**src/rtl/nes_controller_io.sv**
```systemverilog
// -----------------------------------------------------------------------------
// nes_controller_io
//
// Memory-mapped joypad port. Converts two parallel 8-bit controller inputs into
// the $4016/$4017 strobe-and-serial-shift protocol seen by the CPU.
//
// Build option:
//   NES_CTRL_DEBOUNCE_EN  when defined, every button bit passes through a
//                         stability filter of DEBOUNCE_CYCLES cycles; when
//                         undefined the synchronized inputs are used directly.
//
// Parameters:
//   DEBOUNCE_CYCLES  consecutive stable cycles before a button change is
//                    accepted (debounce build only, must be >= 1)
//
// Ports:
//   clk          system clock
//   rst_n        asynchronous active-low reset
//   reg_sel      0 = $4016 (port 1 / strobe), 1 = $4017 (port 2)
//   wr_en        single-cycle CPU write strobe
//   rd_en        single-cycle CPU read strobe
//   wr_data      CPU write data (bit 0 drives the strobe on $4016)
//   rd_data      registered read result {3'b010, 4'b0000, bit}
//   rd_valid     high for one cycle when rd_data holds a new read result
//   controller1  raw port-1 buttons, active-high (A,B,Sel,Start,U,D,L,R)
//   controller2  raw port-2 buttons, same bit order
//   strobe       current latch-strobe state (debug)
// -----------------------------------------------------------------------------
module nes_controller_io #(
    parameter int unsigned DEBOUNCE_CYCLES = 1000
) (
    input  logic       clk,
    input  logic       rst_n,
    input  logic       reg_sel,
    input  logic       wr_en,
    input  logic       rd_en,
    input  logic [7:0] wr_data,
    output logic [7:0] rd_data,
    output logic       rd_valid,
    input  logic [7:0] controller1,
    input  logic [7:0] controller2,
    output logic       strobe
);

    logic [7:0] meta1, meta2;
    logic [7:0] sync1, sync2;
    logic [7:0] btn1, btn2;
    logic [7:0] sh1, sh2;
    logic       strobe_q;
    logic       rd_bit;

    // Only bit 0 of a $4016 write carries information.
    logic unused_wr_bits;
    assign unused_wr_bits = ^wr_data[7:1];

    // Two-flop synchronizer for both ports.
    always_ff @(posedge clk or negedge rst_n) begin
        if (!rst_n) begin
            meta1 <= '0;
            meta2 <= '0;
            sync1 <= '0;
            sync2 <= '0;
        end else begin
            meta1 <= controller1;
            meta2 <= controller2;
            sync1 <= meta1;
            sync2 <= meta2;
        end
    end

`ifdef NES_CTRL_DEBOUNCE_EN
    localparam int unsigned CNT_W = $clog2(DEBOUNCE_CYCLES + 1);
    localparam logic [CNT_W-1:0] CNT_LAST = CNT_W'(DEBOUNCE_CYCLES - 1);

    logic [15:0]      sync_all;
    logic [15:0]      btn_all;
    logic [CNT_W-1:0] cnt [16];

    assign sync_all = {sync2, sync1};

    // A bit is accepted on the cycle its mismatch count would reach
    // DEBOUNCE_CYCLES; any agreement in between restarts the count.
    always_ff @(posedge clk or negedge rst_n) begin
        if (!rst_n) begin
            btn_all <= '0;
            for (int unsigned i = 0; i < 16; i++) begin
                cnt[i] <= '0;
            end
        end else begin
            for (int unsigned i = 0; i < 16; i++) begin
                if (sync_all[i] == btn_all[i]) begin
                    cnt[i] <= '0;
                end else if (cnt[i] == CNT_LAST) begin
                    btn_all[i] <= sync_all[i];
                    cnt[i]     <= '0;
                end else begin
                    cnt[i] <= cnt[i] + 1'b1;
                end
            end
        end
    end

    assign btn1 = btn_all[7:0];
    assign btn2 = btn_all[15:8];
`else
    localparam int unsigned unused_debounce_cycles = DEBOUNCE_CYCLES;

    assign btn1 = sync1;
    assign btn2 = sync2;
`endif

    // Strobe register; writes to $4017 belong to the APU frame counter.
    always_ff @(posedge clk or negedge rst_n) begin
        if (!rst_n) begin
            strobe_q <= 1'b0;
        end else if (wr_en && !reg_sel) begin
            strobe_q <= wr_data[0];
        end
    end

    // Reload/shift decisions use the pre-edge strobe, so a read coinciding
    // with a strobe write still shifts and the reload starts one edge later.
    always_ff @(posedge clk or negedge rst_n) begin
        if (!rst_n) begin
            sh1 <= '0;
            sh2 <= '0;
        end else if (strobe_q) begin
            sh1 <= btn1;
            sh2 <= btn2;
        end else if (rd_en) begin
            if (!reg_sel) begin
                sh1 <= {1'b1, sh1[7:1]};
            end else begin
                sh2 <= {1'b1, sh2[7:1]};
            end
        end
    end

    always_comb begin
        rd_bit = 1'b0;
        if (strobe_q) begin
            rd_bit = reg_sel ? btn2[0] : btn1[0];
        end else begin
            rd_bit = reg_sel ? sh2[0] : sh1[0];
        end
    end

    always_ff @(posedge clk or negedge rst_n) begin
        if (!rst_n) begin
            rd_data  <= '0;
            rd_valid <= 1'b0;
        end else begin
            rd_valid <= rd_en;
            if (rd_en) begin
                rd_data <= {7'b0100000, rd_bit};
            end
        end
    end

    assign strobe = strobe_q;

endmodule

```
**config.mk**
```make
export PLATFORM = sky130hd
export DESIGN_NAME = nes_controller_io
export DESIGN_NICKNAME = d
export VERILOG_FILES = /design/src/rtl/nes_controller_io.sv
export SDC_FILE = /design/constraint.sdc
export NUM_CORES = 1
export LEC_CHECK = 0
export ABC_CLOCK_PERIOD_IN_PS = 2060
export BUFFER_PORTS_ARGS = -buffer_cell sky130_fd_sc_hd__buf_2
export CAP_MARGIN = 20
export CORE_ASPECT_RATIO = 1.75
export CORE_MARGIN = 2
export CORE_UTILIZATION = 53
export CTS_CLUSTER_SIZE = 30
export DETAILED_ROUTE_END_ITERATION = 16
export GPL_TIMING_DRIVEN = 1
export PLACE_DENSITY = 0.78
export SLEW_MARGIN = 20
export SYNTH_ARGS = -nofsm -noshare
export SYNTH_HDL_FRONTEND = slang
export SYNTH_SLANG_ARGS = --single-unit
```
**constraint.sdc**
```tcl
create_clock -name clk -period 2.06 [get_ports clk]
set_input_delay 0 -clock clk [delete_from_list [all_inputs] [get_ports clk]]
set_output_delay 0 -clock clk [all_outputs]
set_load 0.01 [all_outputs]
```
## After elaboration in Yosys (flattened, before gate mapping)

Cells that the tools add are included.

- Word-level logic and storage cells: 25
- Memory bits (writable): 0
- Bits in registers: 52
- Bits in latches: 0
- Bits of input ports: 29
- Memories kept: 0
- Bits in read-only memories: 0

- Div/mod/pow operators: 0
- Add/sub/neg operators: 0
- Bitwise gates (word level): 0
- Shifts and indexed selects: 0
- Equal/unequal tests: 1
- Magnitude comparators: 0
- Reductions and logical operators: 6
- Multiply operators: 0
- Multiplexer cells: 9

Operators by type and width:

| kind | count |
|---|---|
| $mux W8 | 6 |
| $reduce_and A2 Y1 | 2 |
| $reduce_bool A2 Y1 | 2 |
| $mux W1 | 3 |
| $ne A2 B1 Y1 const B | 1 |
| $logic_and A1 B1 Y1 | 1 |
| $logic_not A1 Y1 | 1 |

## Logic depth before layout (Yosys ltp)

Gate-level depths: netlist of the first run.

- Depth after elaboration: 3
- Depth in mapped cells: 5
- Gate-level depth less buffers: 3

## Worst setup path after synthesis of the first run

OpenSTA, ideal clock, no wires.

- Path kind: register -> register
- Start point: register strobe_q, in the netlist strobe
- End point: register sh2[0]
- Stages on the path, launching flop included: 4
- Path buffers: 2
- Period minus slack after synthesis: 1.040 ns
- Required time: 1.924 ns
- Arrival time: 0.904 ns
- Setup slack: 1.020 ns
- Path through: dfrtp_1 > buf_2 > buf_1 > o21ai_0

- Word-level cells in the longest chain between the ends: 2

Ends and longest elaborated chain:

| item | line | RTL |
|---|---|---|
| start, declared | 49 | `logic strobe_q;` |
| start signal, assigned | 117 | `strobe_q <= wr_data[0];` |
| $reduce_bool A2 Y1 (no line) | - |  |
| $reduce_and A2 Y1 (no line) | - |  |
| end signal, assigned | 129 | `sh2 <= btn2;` |
| end signal, assigned | 134 | `sh2 <= {1'b1, sh2[7:1]};` |
| end, declared | 48 | `logic [7:0] sh1, sh2;` |

Several ways; a longest one is shown, not always the timed one.
A chain may end at the register's enable or synchronous reset.

## Worst setup path after layout of the first run

- Start point: input rd_en
- End point: register sh2[1]

- Word-level cells in the longest chain between the ends: 2

Ends and longest elaborated chain:

| item | line | RTL |
|---|---|---|
| start, declared | 36 | `input logic rd_en,` |
| $reduce_bool A2 Y1 (no line) | - |  |
| $reduce_and A2 Y1 (no line) | - |  |

No other way between the ends.

==> results.md, run 1 <==
Setup path:
- The worst setup path is captured at a flip-flop.
- Along the worst path, the maximum fanout reaches 7.
- The critical path goes through dlygate4sd3_1, buf_2, nand2_2, mux2i_1, o21ai_0.
- The peak per-stage delay on the critical path is 0.53 ns.
- The cell with the biggest individual delay on the critical path is dlygate4sd3_1.
- The critical path in this run is classified as input port to flip-flop.
- The data arrival time of the critical path is 1.31 ns.
- STA classifies the critical path startpoint as an input port.
- The data required time of the worst path is 2.23 ns.

Clocking:
- The maximum level of the CTS H-tree is 2.
- The clock slew seen by the registers of the worst setup and hold paths is 0.08 ns.
- TritonCTS created 5 clock buffers.
- The clock passes through at most 2 buffers.
- The master cell of the clock root buffer is clkbuf_8.
- The number of sinks driven by the clock tree is 52.
- The clock reaches the later pin of the worst-skew pair after 0.30 ns.
- The TritonCTS clock tree is done.
- The count of buffers added by post-CTS timing repair for setup is 0.

Die:
- In this run the count of I/O pins placed on the die edge is 39.
- For this configuration, the core starts out at a cell density of 55.8%.
- The die boundary width is 47.7 um.
- The floorplan step defined a die boundary enclosing 3840 sq um.
- After floorplanning, the core was divided into 27 placement rows.
- In this run the standard cell core region covers 3180 sq um.
- The vertical die dimension is 80.5 um.

Global route:
- The number of global-route vias before repair is 999.
- The first-pass GRT wire length is 4.12 mm.
- The initial antenna violation count is 0.
- The overall global routing resource usage is 15.9%.
- Entering global routing, the biggest net connects 37 pins.
- The remaining global-route overflow is 0.

Synthesis:
- The synthesized flop and latch total is 52.
- The mapped netlist covers 1770 sq um.
- The count of mapped cells out of synthesis is 124.
- The dominant combinational cell family by area after synthesis is multiplexers.
- The total number of yosys warnings is 0.
- The post-synthesis average cell area is 14.3 sq um.
- Summing the areas of all and, or, nand and nor instances in the mapped netlist gives 6.08% of the synthesized area.
- The post-synthesis mux area share is 9.75%.
- The synthesized netlist devotes 0% of its cell area to XOR and XNOR gates.
- Sequential elements use 73.5% of the synthesized area.
- Summing the areas of all compound-gate instances in the mapped netlist gives 5.30% of the synthesized area.
- Summing the areas of all fa, ha and maj instances in the mapped netlist gives 0% of the synthesized area.
- The number of distinct library cells after synthesis is 23.

Timing:
- The setup-violating endpoint count in the final report is 0.
- After routing, the total negative slack on setup checks comes to 0 ns.
- The highest clock rate is 879 MHz.
- The routed design could run at a clock period as short as 1.14 ns.
- Setup repair after global routing left no endpoint under its margin.
- The number of slew-limit violations in the final report was 0.
- The clock tree skew after final layout is 0.00795 ns.
- The final hold violation count was 0.
- The final critical path takes up 55.3% of the cycle.

Placed design:
- The count of buffers from port buffering is 25.
- The congestion estimate from routability-driven global placement came to 0.707.
- Detailed placement finished with a half-perimeter wire length of 1.60 mm.

Pwr:
- In this run the static leakage power is 1.07 nW.
- The post-route total power is 0.00200 W.
- The maximum vdd ir drop is 0.830 mV.
- The total power density per cell area is 916 nW/um^2.

Drt:
- The total wire length after detailed routing is 2.44 mm.
- The average wire per cell in the routed design is 11.4 um.
- The post-route antenna net violation count is 0.
- The first detailed-routing pass ran for 4 iterations.
- The detailed router finished its first iteration with 27 violations.
- The via count of the routed design is 978.
- For this run, design rule violations remaining after detail routing come to 0.
- The detailed-route vias per instance is 4.59.

Job:
- The number of max-capacitance violations reported is 0.

Layout:
- From synthesis to final layout, the design area changed by 23.3%.
- The number of diodes added for antenna fixing is 0.
- The net count of the finished layout is 199.
- The post-route netlist has 22.4% of its cells at a drive strength greater than 1.

Worst hold path:
- The tightest min-delay check is of the input port to flip-flop type.

Outcome:
- The flow ran to the end, and the final reports show no timing, DRC or antenna violations.
## layout make-up
cell class | instances | area (sq um)
fill | 260 | 993
inverter | 1 | 3.75
clock buffer | 7 | 96.3
tap | 43 | 53.8
multi-input combinational | 64 | 397
sequential | 52 | 1300
timing repair buffer | 46 | 330
## worst max-delay path: cells and delay by family
kind,cells,cell delay [ns]
muxes,1,0.29
buffers and inverters,2,0.71
and+or+nand+nor,1,0.19
AOI/OAI and AO/OA,1,0.11
## state kept, by name, summed over array words and instances (netlist names)
signal	count
btn1	8
rd_valid	1
sh1	8
meta2	8
meta1	8
sh2	8
rd_data	2
btn2	8
strobe	1
## per-layer routing
layer / global-route usage, % / wire length, um / vias up
li1: - / - / 484
met1: 17.1 / 950 / 460
met2: 25.3 / 1290 / 27
met3: 5.39 / 94 / 7
met4: 10.0 / 99 / 0
met5: 0 / 0 / -
## cells in the mapped netlist
cell type	number	area [sq um]
o21ai_0	8	40.0
o311ai_1	1	8.76
buf_8	1	15.0
nand2_2	1	6.26
dfrtp_1	52	1300
nor2_1	1	3.75
clkbuf_1	2	7.51
nand3_1	1	5.00
a21oi_1	2	10.0
nor2b_1	2	12.5
inv_1	1	3.75
o21ai_1	7	35.0
mux2_2	1	11.3
buf_6	1	11.3
mux2i_1	15	150
nand2b_4	1	13.8
nand2_1	16	60.1
conb_1	1	3.75
mux2_1	1	11.3
buf_4	6	45.0
buf_2	1	5.00
or2_2	1	6.26
buf_1	1	3.75
## cell families (layout without fill, tap and decap cells)
| kind of cell | after synthesis | count (layout) |
|---|---|---|
| AND/OR/NAND/NOR | 23 | 23 |
| buffers and inverters | 13 | 54 |
| multiplexers | 17 | 17 |
| AO/OA/AOI/OAI | 18 | 18 |
| other | 1 | 6 |
| flip-flops | 52 | 52 |
## final timing paths
path,from,to,slack [ns],cells after the start
min reg2reg,meta1[0],btn1[0],0.34,0
min,wr_en,strobe,0.09,3
max,rd_en,sh2[1],0.92,5
max in group asynchronous,rst_n,meta1[7],1.16,3
max reg2reg,strobe,strobe,1.07,2
min in group asynchronous,rst_n,sh2[4],0.17,2
## metrics by stage
stage	util, %	cell area (sq um)	hold WS, ns	setup slack, ns	instances
2_1_floorplan	-	1790	-0.296	1.02	129
3_3_place_gp	59.7	1900	-0.0586	1.10	187
3_5_place_dp	59.7	1900	-0.0467	1.08	187
4_1_cts	68.7	2180	0.0904	0.933	213
5_1_grt	68.7	2180	0.101	0.866	213
6_report	68.7	2180	0.0882	0.922	213
## repair_timing
action                                  CTS  global route
hold buffers                             19             0
endpoints found under the setup margin    0             0
gates resized for setup                   0             0
hold endpoints to repair                 37             0
## layout by cell type, fill, tap and decap left out
master          n
nor2b_1         2
buf_4           2
nand2_1        16
nand2b_4        1
nor2_1          1
dlygate4sd3_1  19
conb_1          6
a21oi_1         2
o311ai_1        1
mux2_2          1
buf_2          25
inv_1           1
mux2_1          1
dfrtp_1        52
nand2_2         1
o21ai_1         7
o21ai_0         8
nand3_1         1
or2_2           1
mux2i_1        15
clkbuf_8        7
## power breakdown
part	internal, W	switching, W
sequential	0.00113	0.0000500
clock	0.000299	0.000289
combinational	0.000112	0.000123
Power figures use the tool's default switching activity.
==> inputs of run 2 (changes only) <==
ABC_AREA = 1   (was default)
ABC_CLOCK_PERIOD_IN_PS = 1200   (was 2060)
CORE_UTILIZATION = 52   (was 53)
PLACE_DENSITY = 0.77   (was 0.78)
clock period = 1.2 ns   (was 2.06 ns; I/O delays follow)
==> run 2 against run 1 <==
Via count grew 25%. Non-clock buffer count grew 3. Sequential cell count is the same. Clock skew shrank 0.0040 ns. Sequential power grew 69%. Final area grew 4.9%. Synthesized cell count grew 32%. Wire length grew 37%. Power grew 74%.
==> results.md, run 2 <==
Outcome:
- The run finished with clean final reports.

Setup path:
- Of all nets on the critical path, the largest fanout is 14.
- The startpoint type of the worst setup path is an input port.
- The worst setup slack for register-to-register paths is 0.08 ns.
- The data arrival time of the critical path is 1.35 ns.
- The type of destination of the critical path is a flip-flop.
- The worst setup path category is input port to flip-flop.
- The cell repeated most along the worst path is inv_1.
- In this run the critical register-to-register path is launched from strobe.
- At the worst endpoint, the required time is 1.42 ns.
- Walking the worst path, the cells encountered are dlygate4sd3_1, buf_2, inv_1, o21ai_4, inv_1, a21oi_1.
- The cell with the biggest individual delay on the critical path is dlygate4sd3_1.
- The worst-case reg-to-reg path depth is 5.
- For this run, the slowest stage of the critical path takes 0.53 ns.
- The endpoint of the worst register-to-register path is sh2[2].

Timing:
- The clock period minus final worst setup slack is 1.13 ns.
- The share of the cycle needed by the critical path after routing is 93.8%.
- Timing would allow up to 888 MHz.
- The final hold violation count is 0.
- The number of slew-limit violations in the final report came to 0.
- Setup repair after global routing could not meet its margin everywhere.
- The final hold slack is 0.0364 ns.
- The clock tree skew after final layout is 0.00393 ns.
- Setup violations remaining at the end of the flow were counted as 0.

Synthesis:
- The dominant register cell in the synthesized netlist is dfrtp_1.
- In this run the cell area of the synthesized design comes to 1830 sq um.
- After synthesis, the most frequently instantiated cells are dfrtp_1 (52), nand2_1 (43), o21ai_0 (26), inv_1 (19), buf_4 (6).
- The cell taking the most area after synthesis is dfrtp_1.
- The count of mapped cells out of synthesis is 164.
- The synthesized design contains 0 enable-type register cells.
- After synthesis, the largest area contributor takes up 71.0% of total cell area.
- Ranked by total cell area, the synthesized netlist is headed by dfrtp_1 (71%), nand2_1 (8.8%), o21ai_0 (7.1%), inv_1 (3.9%), buf_4 (2.5%).
- By instance count, the leading cell after synthesis is dfrtp_1.
- The average instance in the mapped netlist occupies 11.2 sq um.
- The number of distinct library cells after synthesis is 15.
- The fraction of registers with async set or reset after synthesis is 100%.
- During synthesis, Yosys emitted a total of 0 warnings.
- The fraction of the yosys area taken by sequential cells is 71.0%.
- The synthesized flop and latch total is 52.

Job:
- Max-cap violations in this run came to 0.

Global route:
- The pin count of the biggest net entering global routing is 53.
- The first global-routing pass estimated 5.42 mm of wire.
- For this run the aggregate overflow at the end of global routing stands at 0.
- Across every metal layer, demand over resource in global routing totals 18.8%.
- The initial antenna violation count is 0.
- The number of global-route vias before repair is 1192.

Drt:
- After detailed routing, the number of remaining DRC violations is 0.
- After detailed routing, the number of vias per cell comes to 4.70.
- In this run, the number of DRC markers left after iteration 0 of detailed routing was 27.
- The first detailed-routing pass ran for 4 iterations.
- The total wire length after detailed routing is 3.35 mm.
- The average wire per cell in the routed design is 12.9 um.
- The via count of the routed design is 1223.
- The post-route antenna net violation count is 0.

Worst hold path:
- The path class of the tightest hold or removal check is input port to flip-flop.
- For hold timing, the worst endpoint is strobe.
- The number of instances on the worst hold path is 3.
- The worst hold path begins at wr_en.

Layout:
- In the layout the commonest cells are dfrtp_1 (52), nand2_1 (43), o21ai_0 (26).
- The relative area change from synthesis to final layout is 24.8%.
- The fraction of final layout cells sized beyond drive strength 1 is 19.1%.
- The net count of the finished layout is 243.
- The share of the core filled with cells is 68.0%.
- The most common library cell in the layout ignoring fill and taps is dfrtp_1.
- Summing all non-filler instances in the final layout gives an area of 2290 sq um.
- The number of non-filler instances in the completed layout is 260.
- 0 antenna diodes ended up in the layout.

Pwr:
- The switching part of the total power is 25.1%.
- The share of total power in sequential cells is 57.2%.
- The share of total power in combinational logic is 14.5%.
- Across the VDD grid, the largest voltage drop is 1.14 mV.
- For this design the total switching power over the nets is 0.000874 W.
- The internal power of the cells totals 0.00261 W.
- Power spread over the standard cell area amounts to 1520 nW/um^2.
- The clock network is responsible for 28.3% of the overall power.
- The leakage dissipation is 1.16 nW.

Die:
- The total I/O pin count is 39.
- The core box area is 3360 sq um.
- The floorplan step defined a die boundary enclosing 4030 sq um.
- The floorplan row count is 28.
- The die boundary width is 48.9 um.
- Measured along the y axis, the die boundary spans 82.5 um.
- The initial core utilization is 54.5%.

Placed design:
- The post-place instance area is 1970 sq um.
- Summed over all nets, the half-perimeter wirelength after detailed placement is 1.92 mm.
- The global placement routability congestion is 0.774.
- Counting tap cells, the placed design contains a total of 231 instances.
- Buffers placed on the I/O ports in this run total 25.

Clocking:
- The master cell of the clock root buffer is clkbuf_8.
- The maximum clock insertion buffer count is 2.
- Clock-pin slew was measured on the worst setup and hold paths at 0.08 ns.
- The maximum level of the CTS H-tree is 2.
- The number of CTS-inserted buffers is 5.
- For the worst-skew pair, the clock arrives at the later sink with an insertion delay of 0.30 ns.
- TritonCTS built the clock tree.
- Counting every sink on the clock net gives 52.
run 2: cell types whose count changed in the layout (fill, tap and decap cells not counted), moves of 7 or more:
cell and delta:
nand2_1 +27, o21ai_1 -7, o21ai_0 +18, inv_1 +18, mux2i_1 -15
run 2: final cells by class:
type                    count  area, sq um
flip-flops and latches     52         1300
fillers                   254         1070
multi-input cells          85          384
repair buffers             49          378
clock buffers               8         90.1
inverters                  21         78.8
well taps                  45         56.3
run 2: worst max-delay path, delay by kind of cell:
family	cells	cell delay (ns)
buffers and inverters	4	0.89
AO/OA/AOI/OAI	2	0.45
run 2: kinds of logic after synthesis:
family | after synthesis | share of synthesized area (%)
compound gates | 31 | 9.28
buf+inv | 32 | 9.49
flops | 52 | 71.0
other cells | 1 | 0.205
simple gates | 48 | 10.0
run 2: power groups by stage:
| stage | combinational, W | clock (W) | sequential, W |
|---|---|---|---|
| after detailed placement | 0.000419 | 0 | 0.00202 |
| after global placement | 0.000389 | 0 | 0.00201 |
| after floorplan | 0.000303 | 0 | 0.00201 |
| after CTS | 0.000470 | 0.00100 | 0.00199 |
| after global routing | 0.000572 | 0.00107 | 0.00201 |
| final | 0.000505 | 0.000985 | 0.00199 |
run 2: worst max path at each step:
stage | start | cells past startpoint | slack (ns) | endpoint
global placement | strobe | 5 | 0.20 | sh1[0]
global route | rd_en | 6 | -0.03 | sh1[7]
detailed placement | strobe | 4 | 0.14 | sh1[4]
CTS | rd_en | 7 | 0.04 | sh1[0]
finish | rd_en | 6 | 0.07 | sh1[7]
floorplan | strobe | 5 | 0.16 | sh2[2]
run 2: stage by stage:
step | power, W | TNS (ns) | setup WS (ns)
2_1_floorplan | 0.00231 | 0 | 0.158
3_3_place_gp | 0.00240 | 0 | 0.198
3_5_place_dp | 0.00244 | 0 | 0.143
4_1_cts | 0.00346 | 0 | 0.0366
5_1_grt | 0.00365 | -0.0281 | -0.0281
6_report | 0.00348 | 0 | 0.0739
run 2: routing by layer:
layer  GRT usage [%]  vias to the layer above  part of all wire (%)  wire length, um
met4            10.3                        0                   2.3               77
met5               0                        -                     0                0
met3            3.60                        8                   3.7              124
li1                -                      584                     -                -
met2            34.9                       39                    56             1880
met1            20.2                      592                    38             1260
run 2: repair_timing:
action,in CTS,in global routing
gates resized for setup,0,1
buffers inserted,0,2
hold endpoints to repair,72,0
setup endpoints to repair,0,9
hold buffers,19,0
